--- src/rtl/shift_pkg.sv ---
// Shared types and defaults for the shift command sequencer.
// Mode codes, command bundle layout, depth/width defaults.
package shift_pkg;

  localparam int DEF_DEPTH = 4;
  localparam int DEF_W     = 4;

  // mode(2) + amt(2) + ser(1) + rep(3) bits beside data
  localparam int CTL_W = 8;

  typedef enum logic [1:0] {
    HOLD = 2'b00,
    SHR  = 2'b01,
    SHL  = 2'b10,
    ROT  = 2'b11
  } mode_e;

  typedef struct packed {
    logic [DEF_W-1:0] data;
    mode_e            mode;
    logic [1:0]       amt;
    logic             ser;
    logic [2:0]       rep;
  } cmd_t;

endpackage

--- src/rtl/shift_cmd_fifo.sv ---
// In-order command queue: storage, wrapping pointers, occupancy.
// Ports: clk, reset, i_clr/i_push/i_pop, i_data -> o_data, o_empty, o_full.
module shift_cmd_fifo #(
  parameter int DEPTH = 4,
  parameter int DW    = 12
) (
  input  logic          clk,
  input  logic          reset,
  input  logic          i_clr,
  input  logic          i_push,
  input  logic          i_pop,
  input  logic [DW-1:0] i_data,
  output logic [DW-1:0] o_data,
  output logic          o_empty,
  output logic          o_full
);

  localparam int AW = $clog2(DEPTH);

  logic [DW-1:0] r_mem [DEPTH];
  logic [AW-1:0] r_wptr;
  logic [AW-1:0] r_rptr;
  logic [AW:0]   r_count;
  logic          w_push;
  logic          w_pop;

  assign o_empty = (r_count == '0);
  assign o_full  = (r_count == (AW+1)'(DEPTH));
  assign o_data  = r_mem[r_rptr];

  assign w_push = i_push && !o_full && !i_clr;
  assign w_pop  = i_pop && !o_empty && !i_clr;

  always_ff @(posedge clk) begin
    if (w_push) begin
      r_mem[r_wptr] <= i_data;
    end
  end

  // DEPTH is a power of two, so pointers wrap naturally
  always_ff @(posedge clk or posedge reset) begin
    if (reset) begin
      r_wptr  <= '0;
      r_rptr  <= '0;
      r_count <= '0;
    end else if (i_clr) begin
      r_wptr  <= '0;
      r_rptr  <= '0;
      r_count <= '0;
    end else begin
      if (w_push) r_wptr <= r_wptr + 1'b1;
      if (w_pop)  r_rptr <= r_rptr + 1'b1;
      if (w_push && !w_pop) r_count <= r_count + 1'b1;
      else if (w_pop && !w_push) r_count <= r_count - 1'b1;
    end
  end

endmodule

--- src/rtl/shift_cmd_seq.sv ---
// Command sequencer: queues shift commands, issues each rep+1 cycles.
// Ports: cmd_* handshake in, flush; load/in/ch/sh/rg/busy/done out.
module shift_cmd_seq
  import shift_pkg::*;
#(
  parameter int DEPTH = DEF_DEPTH,
  parameter int W     = DEF_W
) (
  input  logic         clk,
  input  logic         reset,
  input  logic         cmd_valid,
  output logic         cmd_ready,
  input  logic [W-1:0] cmd_data,
  input  logic [1:0]   cmd_mode,
  input  logic [1:0]   cmd_amt,
  input  logic         cmd_ser,
  input  logic [2:0]   cmd_rep,
  input  logic         flush,
  output logic         load,
  output logic [W-1:0] in,
  output logic [1:0]   ch,
  output logic [1:0]   sh,
  output logic         rg,
  output logic         busy,
  output logic         done
);

  localparam int CW = W + CTL_W;
  localparam int IW = W + 5;

  typedef enum logic {
    S_IDLE,
    S_ISSUE
  } state_e;

  state_e        r_state;
  state_e        w_state_nx;
  logic [2:0]    r_rcnt;
  logic [2:0]    w_rcnt_nx;
  logic [IW-1:0] r_issue;
  logic [IW-1:0] w_issue_nx;
  logic [CW-1:0] w_cmd;
  logic [CW-1:0] w_head;
  logic          w_empty;
  logic          w_full;
  logic          w_acc;
  logic          w_push;
  logic          w_pop;

  assign w_cmd = {cmd_data, cmd_mode,
                  cmd_amt, cmd_ser, cmd_rep};

  assign cmd_ready = !reset && !flush && !w_full;
  assign w_acc     = cmd_valid && cmd_ready;

  shift_cmd_fifo #(
    .DEPTH (DEPTH),
    .DW    (CW)
  ) u_fifo (
    .clk     (clk),
    .reset   (reset),
    .i_clr   (flush),
    .i_push  (w_push),
    .i_pop   (w_pop),
    .i_data  (w_cmd),
    .o_data  (w_head),
    .o_empty (w_empty),
    .o_full  (w_full)
  );

  always_ff @(posedge clk or posedge reset) begin
    if (reset) begin
      r_state <= S_IDLE;
      r_rcnt  <= '0;
      r_issue <= '0;
    end else begin
      r_state <= w_state_nx;
      r_rcnt  <= w_rcnt_nx;
      r_issue <= w_issue_nx;
    end
  end

  always_comb begin
    w_state_nx = r_state;
    w_rcnt_nx  = r_rcnt;
    w_issue_nx = r_issue;
    w_push     = 1'b0;
    w_pop      = 1'b0;
    if (flush) begin
      w_state_nx = S_IDLE;
      w_rcnt_nx  = '0;
    end else begin
      unique case (r_state)
        S_IDLE: begin
          if (!w_empty) begin
            w_pop      = 1'b1;
            w_push     = w_acc;
            w_issue_nx = w_head[CW-1:3];
            w_rcnt_nx  = w_head[2:0];
            w_state_nx = S_ISSUE;
          end else if (w_acc) begin
            w_issue_nx = w_cmd[CW-1:3];
            w_rcnt_nx  = cmd_rep;
            w_state_nx = S_ISSUE;
          end
        end
        S_ISSUE: begin
          w_push = w_acc;
          if (r_rcnt != 3'd0) begin
            w_rcnt_nx = r_rcnt - 3'd1;
          end else if (!w_empty) begin
            w_pop      = 1'b1;
            w_issue_nx = w_head[CW-1:3];
            w_rcnt_nx  = w_head[2:0];
          end else if (w_acc) begin
            // a command arriving on the final beat of an
            // otherwise empty queue chains on with no bubble
            w_push     = 1'b0;
            w_issue_nx = w_cmd[CW-1:3];
            w_rcnt_nx  = cmd_rep;
          end else begin
            w_state_nx = S_IDLE;
          end
        end
        default: w_state_nx = S_IDLE;
      endcase
    end
  end

  assign busy = (r_state == S_ISSUE);
  assign load = busy;
  assign in   = busy ? r_issue[IW-1:5] : '0;
  assign ch   = busy ? r_issue[4:3]    : '0;
  assign sh   = busy ? r_issue[2:1]    : '0;
  assign rg   = busy ? r_issue[0]      : 1'b0;
  // an aborted command never reports completion
  assign done = busy && (r_rcnt == 3'd0) && !flush;

endmodule

--- config.mk ---
export PLATFORM = sky130hd
export DESIGN_NAME = shift_cmd_seq
export DESIGN_NICKNAME = d
export VERILOG_FILES = /design/src/rtl/shift_pkg.sv /design/src/rtl/shift_cmd_fifo.sv /design/src/rtl/shift_cmd_seq.sv
export SDC_FILE = /design/constraint.sdc
export NUM_CORES = 1
export LEC_CHECK = 0
export BUFFER_PORTS_ARGS = -buffer_cell sky130_fd_sc_hd__buf_2
export CAP_MARGIN = 20
export CORE_ASPECT_RATIO = 2
export CORE_MARGIN = 10
export CORE_UTILIZATION = 40
export DETAILED_ROUTE_END_ITERATION = 16
export HOLD_SLACK_MARGIN = 0.15
export PLACE_DENSITY = 0.62
export REMOVE_ABC_BUFFERS = 1
export SLEW_MARGIN = 20
export SYNTH_ARGS = -nofsm -noshare
export SYNTH_HDL_FRONTEND = slang
export SYNTH_SLANG_ARGS = --single-unit
--- constraint.sdc ---
create_clock -name clk -period 2 [get_ports clk]
set_input_delay 0.5 -clock clk [delete_from_list [all_inputs] [get_ports clk]]
set_output_delay 0.5 -clock clk [all_outputs]
set_load 0.03 [all_outputs]
Yosys cells after proc, flatten, opt, wreduce, memory -nomap -nowiden
Memories as Yosys holds them, arrays and structs flattened. Cells that the tools add are included.

Memories: 1. Bits in registers: 20. ROM bits: 0. Latch bits: 0. Word-level logic and storage cells: 75. Memory bits (writable): 48. Input bits: 16.

Reductions and logical operators: 24. Divide/modulo/power cells: 0. Shifts and indexed selects: 0. Multipliers: 0. Add/sub/neg operators: 5. Order comparisons: 0. Bitwise gates (word level): 2. Equal/unequal tests: 2. Mux-type cells: 35.

Memories: u_fifo.r_mem (depth 4, bits a word 12, read ports 1, clocked after Yosys merged registers in 0, write ports 1, line shift_cmd_fifo.sv:20) `logic [DW-1:0] r_mem [DEPTH];`.

Operators with widths (number): 2-to-1 mux 9 bit (3); 2-to-1 mux 3 bit (7); case mux 9 bit (2 select lines) (1); 2-to-1 mux 1 bit (13); 2-to-1 mux 2 bit (6); logical AND 1 bit (11); zero test 1 bit (6); zero test 3 bit (2); case mux 1 bit (2 select lines) (3); case mux 3 bit (2 select lines) (1); nonzero test 3 bit (2); subtractor 3 x 1 -> 3 bit (second input constant) (2); adder 2 x 1 -> 2 bit (second input constant) (2); 2-to-1 mux 4 bit (1); nonzero test 2 bit (2); adder 3 x 1 -> 3 bit (second input constant) (1); == test 3 bit (second input constant) (1); inequality test 2 bit (second input constant) (1); inverter 1 bit (2); AND reduction 2 bit (1).

Logic depth before layout (Yosys ltp)
Depth in word-level cells: 15. Depth in mapped cells: 9. Depth with buffers taken out: 9.

Cells and area by module
A second synthesis with hierarchy kept.

Cells, all modules: 222. Area, all modules: 3211.8 µm².

Modules (own cells, without submodules): shift_cmd_fifo (seq. area each 1616.6 µm², area an instance 2308.5 µm², cells each 126, instances 1); shift_cmd_seq (seq. area each 325.3 µm², area an instance 903.4 µm², cells each 96, instances 1).

Worst setup path after synthesis
OpenSTA, ideal clock, no wires.

Path type: flip-flop to flip-flop. From: register r_rcnt[0]. To: register u_fifo.r_count[2]. Setup time: 0.116 ns. Buffers on the path: 0. Arrival: 2.087 ns. Cell stages (with the launch flop): 10. Period minus slack after synthesis: 2.203 ns. Setup slack: -0.203 ns. Data required time: 1.884 ns. Cell sequence: dfrtp_1 -> inv_1 -> ha_1 -> nand2b_1 -> nand2_1 -> nor2_1 -> fa_1 -> or3_1 -> or3_1 -> o311ai_0.

Cells in the longest elaborated chain, start to end: 10. Elaborated cells between the ends (all ways): 18. Classes of those cells: mux: 8; reduce/logical: 10.

Ends and longest elaborated chain: from (decl) (line shift_cmd_seq.sv:38) `logic [2:0] r_rcnt;`; from (signal assigned) (line shift_cmd_seq.sv:78) `r_rcnt <= w_rcnt_nx;`; nonzero test 3 bit * (line shift_cmd_seq.sv:109) `if (r_rcnt != 3'd0) begin`; 2-to-1 mux 1 bit (line shift_cmd_seq.sv:109); case mux 1 bit (2 select lines) (line shift_cmd_seq.sv:93) `unique case (r_state)`; 2-to-1 mux 1 bit (line shift_cmd_seq.sv:89) `if (flush) begin`; logical AND 1 bit (2 in series) (line shift_cmd_fifo.sv:32) `assign w_pop = i_pop && !o_empty && !i_clr;`; zero test 1 bit (line shift_cmd_fifo.sv:53) `if (w_push && !w_pop) r_count <= r_count + 1'b1;`; logical AND 1 bit (line shift_cmd_fifo.sv:53); 2-to-1 mux 3 bit (line shift_cmd_fifo.sv:53); 2-to-1 mux 3 bit (line shift_cmd_fifo.sv:46) `end else if (i_clr) begin`; to (signal assigned) (line shift_cmd_fifo.sv:53); to (signal assigned) (line shift_cmd_fifo.sv:54) `else if (w_pop && !w_push) r_count <= r_count - 1'b1;`; to (decl) (line shift_cmd_fifo.sv:23) `logic [AW:0] r_count;`.

Mark *: on every way between the ends. The rest lies on a longest branch, timed or not. A chain may end at the register's enable or synchronous reset.

Worst setup path after layout
Same ends and word-level chain as after synthesis.

==> flow_summary.json <==
{
  "cp_cell_sequence": "inv_2, ha_4, nand2b_4, nand2_4, nor2_2, fa_2, or3_4, or3_1, o311ai_1",
  "synth-edff-count": 48,
  "start_kind": "register",
  "wirelength_um": 6600,
  "htreeDepth": 3,
  "synth.area.top_cells": "edfxtp_1 (47%), dfrtp_1 (16%), mux4_2 (8.8%)",
  "synth.largest_area_cell": "edfxtp_1",
  "grt-ovfl-total": 0,
  "ys_types": 37,
  "yosysWarningCount": 0,
  "finalSetupViolCount": 2,
  "slew_headroom": 0.712,
  "grt_max_degree": 21,
  "dpl_worst_slack_ps": -161,
  "cts_tree": "yes",
  "drv_slew": 0,
  "place_congestion": 0.803,
  "die_area_sq_um": 11700,
  "via_per_inst": 5.06,
  "finClkSkew_ps": 3.38,
  "dr.first_iter.drc_count": 111,
  "antenna_found_initial": 0,
  "clk_path_buf_depth": 2,
  "grt_pass1_wl_um": 10500,
  "final-hold-violation-count": 0,
  "drive_gt1_frac": 0.383,
  "postSynthAreaPerCell_sq_um": 14.7,
  "root_buffer": "clkbuf_16",
  "async_flop_share": 0.294,
  "power_leakage_uw": 0.00155,
  "chipWidth_um": 81.8,
  "ys.flop_type": "edfxtp_1",
  "rr_endpoint": "u_fifo.r_count[2]",
  "ir_drop_mv": 0.707,
  "r2r-start": "r_rcnt[0]",
  "worst-path-max-fanout": 2,
  "cp_slowest_cell": "dfrtp_1",
  "crit_end": "u_fifo.r_count[2]",
  "min_period_over_period": 1.02,
  "antenna_left": 0,
  "yosys.cell_count.top_type": "edfxtp_1",
  "firstDrtPassIters": 4,
  "synth_top_area_share": 0.472,
  "dp_hpwl_um": 4720,
  "crit_type": "register to register",
  "cp-end-kind": "register",
  "fin_crit_ps": 2040,
  "fmax_mhz": 491,
  "power_density_nw_per_um2": 1410,
  "whs_ps": 375,
  "ff2ff_path_depth": 9,
  "boundaryPins": 29,
  "critPathLaunch": "r_rcnt[0]",
  "die_height_um": 144,
  "seq_area_frac_synth": 0.636,
  "synth_commonest_cells": "edfxtp_1 (48), nand2_1 (22), dfrtp_1 (20)",
  "area_growth_pct": 27.9,
  "fillCellCount": 679,
  "rows": 45,
  "reg2reg_slack_ps": -40,
  "postCtsHoldBufs": 0,
  "port_buffers": 28,
  "vias": 1903,
  "syn-instance-count": 208,
  "insertion_delay_ps": 320,
  "start_util": 0.405,
  "core_sq_um": 7540,
  "cap_violations": 0,
  "cts_sinks": 68,
  "synth_seq_cells": 68,
  "status": "complete, but fails checks",
  "arrival_ps": 2260,
  "synth_area_sq_um": 3050,
  "violations": "setup timing",
  "tritoncts.num_buffers": 9,
  "drc": 0,
  "required_ps": 2220,
  "avgRoutedWirePerCell_um": 17.6,
  "track_usage": 0.122,
  "grt_pass1_vias": 2037,
  "diodes": 0,
  "nets": 300,
  "hold_path.class": "input port to async pin",
  "tightest_slew_ps": 432,
  "grt_setup_unrepaired": "true",
  "fin_ws_ps": -38.0,
  "path_clk_slew_ps": 50,
  "max_stage_delay_ps": 400
}
routing by layer:
metal  track usage  vias to the layer above  share of wire
met1         0.129                      946           0.38
met4        0.0613                        0          0.025
met5             0                        -              0
li1              -                      905              -
met3        0.0344                       13          0.046
met2         0.210                       39           0.55
stage by stage:
step           std cells   util  area (sq um)  power, uW  TNS [ps]
6_report             376  0.518          3910       5510     -49.5
5_1_grt              376  0.518          3910       5860      -174
4_1_cts              372  0.513          3870       5520     -49.8
3_5_place_dp         353  0.466          3520       3870     -4350
3_3_place_gp         353  0.466          3520       3850     -2430
2_1_floorplan        197      -          2990       3070     -7660
worst max-delay path: cells and delay by family (launching register included):
kind                     cells  cell delay [ps]
AND/OR/NAND/NOR              5              870
adder cells (fa/ha/maj)      2              500
flip-flops                   1              400
buffers and inverters        1               90
AO/OA/AOI/OAI                1               70
placed cells by master (no fill, tap or decap), types with 2 or more instances in the layout:
master,synthesis,routed
clkbuf_1,4,2
xnor2_1,3,3
inv_1,9,7
clkinv_2,0,2
nand2b_1,4,3
nor2_1,17,16
mux2i_1,6,6
or3_1,3,2
and2_1,13,13
mux2_1,2,2
nand2_1,22,21
buf_2,2,27
buf_4,3,41
dfrtp_1,20,20
clkbuf_16,0,9
mux4_2,12,12
a211oi_1,3,3
a31oi_1,10,10
ha_1,6,5
o211a_1,3,3
inv_2,0,2
edfxtp_1,48,48
state kept, by name, summed over array words and instances (netlist names):
signal          flops
r_rcnt              3
u_fifo.r_rptr       2
u_fifo.r_count      3
busy                1
u_fifo.r_wptr       2
r_issue             9
u_fifo.r_mem       48
what timing repair did:
action                                  in CTS  in global routing
resized for setup                           11                  1
endpoints found under the setup margin       2                  2
pin swaps                                    4                  2
buffers inserted                             3                  4
report_power, final:
group          internal [uW]  switching [uW]  total, uW
clock                    996             533       1530
combinational            970            1190       2160
sequential              1710             113       1820
total                   3680            1830       5510
layout make-up:
cell class,count,area (sq um),share of cell area
inverters,9,33.8,0.00865
clock inverters,4,48.8,0.0125
clock buffers,12,246,0.0631
well taps,94,118,0.0301
multi-input cells,120,1050,0.270
flip-flops and latches,68,1940,0.497
repair buffers,69,463,0.119
how the worst min path moves through the flow:
stage | to | slack (ps) | cells past startpoint
CTS | r_issue[1] | 380 | 4
finish | r_issue[5] | 380 | 4
floorplan | r_rcnt[0] | 440 | 1
global route | r_issue[1] | 390 | 4
global placement | r_issue[6] | 520 | 2
detailed placement | u_fifo.r_wptr[0] | 540 | 1
cell families after synthesis:
logic type | count (synthesis) | synth area share
fa+ha+maj | 7 | 0.0311
xor+xnor | 4 | 0.0115
simple gates | 64 | 0.104
buf+inv | 20 | 0.0315
flops | 68 | 0.636
compound gates | 25 | 0.0705
mux | 20 | 0.116
No activity file was read; power rests on OpenSTA's default activity.
